`src/rtl/sram_port_arbiter.sv`:
```
// sram_port_arbiter
// Shares one single-port SRAM between the instruction-fetch port and the
// load/store port. The data port has fixed priority. A starvation counter
// forces a fetch grant after MAX_WAIT consecutive denied fetch cycles.
// Grants are combinational. Read data returns one cycle after the grant and
// is tagged with the port that owned the access.
module sram_port_arbiter #(
    parameter int AW       = 14,
    parameter int DW       = 32,
    parameter int MAX_WAIT = 4
) (
    input  logic              clk,
    input  logic              rst,

    // Instruction-fetch port.
    input  logic              i_req,
    input  logic [AW-1:0]     i_addr,
    output logic              i_gnt,
    output logic              i_rvalid,
    output logic [DW-1:0]     i_rdata,

    // Load/store port.
    input  logic              d_req,
    input  logic              d_we,
    input  logic [DW/8-1:0]   d_be,
    input  logic [AW-1:0]     d_addr,
    input  logic [DW-1:0]     d_wdata,
    output logic              d_gnt,
    output logic              d_rvalid,
    output logic [DW-1:0]     d_rdata,

    // SRAM macro side.
    output logic              sram_cs,
    output logic              sram_oe,
    output logic [DW/8-1:0]   sram_web,
    output logic [AW-1:0]     sram_a,
    output logic [DW-1:0]     sram_di,
    input  logic [DW-1:0]     sram_do
);

    localparam int         BW       = DW / 8;
    localparam logic [3:0] WAIT_MAX = 4'(MAX_WAIT);

    // Elaboration-time sanity checks on the parameter set.
    if (MAX_WAIT < 1 || MAX_WAIT > 15) begin : g_bad_max_wait
        $error("sram_port_arbiter: MAX_WAIT must be in 1..15");
    end
    if ((DW % 8) != 0) begin : g_bad_dw
        $error("sram_port_arbiter: DW must be a multiple of 8");
    end

    // Starvation counter: consecutive cycles the fetch port has been denied.
    logic [3:0] wait_cnt_q;
    logic [3:0] wait_cnt_d;

    // Return tags: which port owns the read data arriving next cycle.
    logic       rd_i_q;
    logic       rd_i_d;
    logic       rd_d_q;
    logic       rd_d_d;

    // Fetch has waited long enough to override data priority.
    logic       fetch_forced;
    // Granted access is a data-port write.
    logic       d_write;

    // Grant selection: data wins ties unless fetch has been starved MAX_WAIT cycles.
    always_comb begin
        i_gnt        = 1'b0;
        d_gnt        = 1'b0;
        fetch_forced = (wait_cnt_q >= WAIT_MAX);
        if (!rst) begin
            if (i_req && (!d_req || fetch_forced)) begin
                i_gnt = 1'b1;
            end else if (d_req) begin
                d_gnt = 1'b1;
            end
        end
    end

    // Starvation counter next state: count denied fetch cycles, saturating.
    always_comb begin
        wait_cnt_d = '0;
        if (i_req && !i_gnt) begin
            if (wait_cnt_q >= WAIT_MAX) begin
                wait_cnt_d = WAIT_MAX;
            end else begin
                wait_cnt_d = wait_cnt_q + 4'd1;
            end
        end
    end

    // Return tag next state: a read granted now returns data next cycle.
    always_comb begin
        d_write = d_gnt & d_we;
        rd_i_d  = i_gnt;
        rd_d_d  = d_gnt & ~d_we;
    end

    // SRAM drive: granted address and write controls, idle values otherwise.
    always_comb begin
        sram_cs  = 1'b0;
        sram_a   = '0;
        sram_di  = '0;
        sram_web = {BW{1'b1}};
        if (i_gnt) begin
            sram_cs = 1'b1;
            sram_a  = i_addr;
        end else if (d_gnt) begin
            sram_cs = 1'b1;
            sram_a  = d_addr;
            if (d_write) begin
                // A write with no byte enables still occupies the slot but
                // leaves every byte lane disabled.
                sram_web = ~d_be;
                sram_di  = d_wdata;
            end
        end
    end

    // State registers; reset clears pending returns so an in-flight read is dropped.
    always_ff @(posedge clk or posedge rst) begin
        if (rst) begin
            wait_cnt_q <= '0;
            rd_i_q     <= 1'b0;
            rd_d_q     <= 1'b0;
        end else begin
            wait_cnt_q <= wait_cnt_d;
            rd_i_q     <= rd_i_d;
            rd_d_q     <= rd_d_d;
        end
    end

    // Response outputs: both ports see the raw SRAM data, qualified by their tag.
    always_comb begin
        i_rvalid = rd_i_q;
        d_rvalid = rd_d_q;
        sram_oe  = rd_i_q | rd_d_q;
        i_rdata  = sram_do;
        d_rdata  = sram_do;
    end

endmodule

```
`config.mk`:
```
export PLATFORM = sky130hd
export DESIGN_NAME = sram_port_arbiter
export DESIGN_NICKNAME = d
export VERILOG_FILES = /design/src/rtl/sram_port_arbiter.sv
export SDC_FILE = /design/constraint.sdc
export NUM_CORES = 1
export LEC_CHECK = 0
export CAP_MARGIN = 20
export CORE_AREA = 2 2 87 89
export CTS_BUF_LIST = sky130_fd_sc_hd__clkbuf_4
export DETAILED_ROUTE_END_ITERATION = 10
export DIE_AREA = 0 0 89 91
export PLACE_DENSITY = 0.69
export SYNTH_ARGS = -nofsm -noshare
export SYNTH_HDL_FRONTEND = slang
export SYNTH_SLANG_ARGS = --single-unit
export TNS_END_PERCENT = 50
```
`constraint.sdc`:
```
create_clock -name clk -period 2.2 [get_ports clk]
set_clock_uncertainty 0.15 [all_clocks]
set_input_delay 0.55 -clock clk [delete_from_list [all_inputs] [get_ports clk]]
set_output_delay 0.55 -clock clk [all_outputs]
set_load 0.02 [all_outputs]
```
==> impl_metrics.toml <==
[route]
drc = 0
routed_wl_mm = 4.76
ant_nets = 0
dr.pass1.iters = 4
avgViaCountPerCell = 4.07
dr_total_vias = 1315
drt_iter0_drc = 44
wl_per_cell_um = 14.7

[synthesis]
synth_most_common_cell = "buf_4"
yosysSeqAreaShare = 0.130
synth_enable_flop_cells = 0
ys_types = 21
synth_top_cell_area_share = 0.415
avgSynthCellArea_um2 = 7.98
syn-cell-area_mm2 = 0.00116
ys_warn_count = 0
synth_nets = 247
synthFlopType = "dfrtp_1"
synth_top_area_cell = "buf_4"
synthTopCellsByArea = "buf_4 (42%), and3_1 (18%), dfrtp_1 (13%)"
netlist_instances = 145
ys_ff_latch = 6
async_flop_share = 1.00
synth_commonest_cells = "buf_4 (64), and3_1 (33), a22o_1 (14)"

[timing]
tns_ps = -2960
worst_slack_ps = -113
grt_setup_unrepaired = "true"
drv_slew = 0
timing.final.crit_share = 1.05
max_freq_mhz = 432
setup_viol = 51
fin_crit_ps = 2310
whs_ps = 227
hold_viol_final = 0

[setup_path]
worstRegToRegCells = 4
cp_slowest_cell = "dfrtp_2"
cp-start-kind = "flip-flop"
crit_top_cell = "buf_12"
r2r_start = "wait_cnt_q[3]$_DFF_PP0_"
r2r_end = "wait_cnt_q[2]$_DFF_PP0_"
worst-path-max-fanout = 5
cp_slowest_stage_delay_ps = 400
worst_ep_required_time_ps = 1500
r2r_slack_ps = 770
crit_type = "reg -> out"
endpoint_kind = "output port"
worst_ep_arrival_time_ps = 1610
worstPathCellList = "o21ai_2, and3_4, buf_12, buf_12, buf_16, and3_1, buf_6"

[finish]
stdcell_area_mm2 = 0.00246
area_growth_pct = 113
drive_gt1_frac = 0.487
layout.nets = 328
stdcell_count = 323
diodes = 0
nFillCells = 745

[global_routing]
overflow = 0
grt_antenna_before_repair = 0
track_usage = 0.108
grt_pass1_wl_mm = 6.79
grt_pass1_vias = 1355
grt_max_degree = 19

[status]
outcome = "complete, but fails checks"
violations = "setup timing"

[floorplanning]
dieArea_mm2 = 0.00810
core_mm2 = 0.00714
die_h_um = 91
io_pins = 221
die_w_um = 89
rows = 31
start_util = 0.162

[clock_network]
clkLatencyLatePin_ps = 240
root_buffer = "clkbuf_4"
clock-sinks = 6
clockBufferDepth = 2
cts_made_buffers = 3
hold_buffers = 0
clkTransAtPathRegs_ps = 40
cts-htree-levels = 1
cts_tree = "done"

[placement]
portBuffers = 124
gp_congestion = 0.653
place_ws_ps = -877
place_area_mm2 = 0.00208
dp_cells = 305

[power]
irDropWorstVdd_uv = 69.0
powerDensity_mw_per_mm2 = 260
leakage_nw = 1.15

[run]
maxCapViolations = 0

[hold_path]
worstHoldPathType = "in -> async"
-- power by group --
group | internal (mW) | switching, mW | total [mW]
sequential | 0.116 | 0.00327 | 0.120
clock | 0.0615 | 0.0371 | 0.0986
combinational | 0.263 | 0.160 | 0.422
total | 0.441 | 0.200 | 0.641
-- registers in the layout (all words and copies together), names as in the netlist --
| signal | flops |
|---|---|
| wait_cnt_q | 4 |
| i_rvalid | 1 |
| d_rvalid | 1 |
-- critical path: cells and delay by family, from the launching register on --
family,cells,cell delay (ps)
buffers and inverters,4,440
AOI/OAI and AO/OA,1,120
DFF,1,400
and+or+nand+nor,2,400
-- placed cells by master (no fill, tap or decap) --
cell             count
clkdlybuf4s50_1     67
buf_6               40
buf_4               26
and3_1              19
a22o_1              14
and3_4              12
buf_12               6
dfrtp_1              5
buf_2                4
o311a_4              3
nand3_2              3
clkbuf_4             3
buf_16               3
inv_2                2
and3_2               2
o21ai_2              1
nand3_4              1
o21ai_0              1
nor4_1               1
nor2b_1              1
or2_2                1
or2_1                1
o31ai_1              1
nor2_1               1
nor4b_1              1
ha_1                 1
bufbuf_16            1
dlygate4sd2_1        1
dfrtp_2              1
conb_1               1
-- routing by layer --
metal / vias to the layer above / share of wire / track usage
met1: 586 / 0.35 / 0.108
met2: 97 / 0.51 / 0.204
li1: 610 / - / -
met3: 22 / 0.11 / 0.0236
met5: - / 0 / 0
met4: 0 / 0.028 / 0.0498
-- worst max-delay path by stage --
stage,startpoint,endpoint,cells past startpoint
6_report,wait_cnt_q[2]$_DFF_PP0_,sram_di[1],7
5_1_grt,wait_cnt_q[2]$_DFF_PP0_,sram_di[1],7
4_1_cts,wait_cnt_q[3]$_DFF_PP0_,sram_cs,4
3_5_place_dp,d_req,sram_a[3],5
3_3_place_gp,rst,sram_a[1],6
2_1_floorplan,rst,sram_di[5],5
-- cell type report --
class / count / area, µm² / share of cell area
timing repair buffer: 148 / 1580 / 0.641
inverter: 2 / 7.51 / 0.00305
sequential: 6 / 151 / 0.0615
multi-input combinational: 65 / 578 / 0.235
clock buffer: 3 / 22.5 / 0.00914
tap: 99 / 124 / 0.0503
-- repair_timing --
action / CTS / global route
gates resized for setup: 334 / 14
cloned: 7 / 0
endpoints found under the setup margin: 53 / 53
buffers inserted: 10 / 0
pin swaps: 19 / 16
-- stage by stage --
step,util,total power [mW]
floorplan,-,0.412
global placement,0.291,0.458
detailed placement,0.291,0.461
CTS,0.344,0.653
global route,0.345,0.679
finish,0.345,0.641
-- logic make-up (layout without fill, tap and decap cells) --
family                     Yosys count  in the layout  synth area share
buffers and inverters               76            153             0.489
and+or+nand+nor                     43             43             0.228
AOI/OAI and AO/OA                   18             20             0.139
DFF                                  6              6             0.130
adders and majority gates            1              1            0.0108
other                                1              1           0.00324
Power figures use the tool's default switching activity.
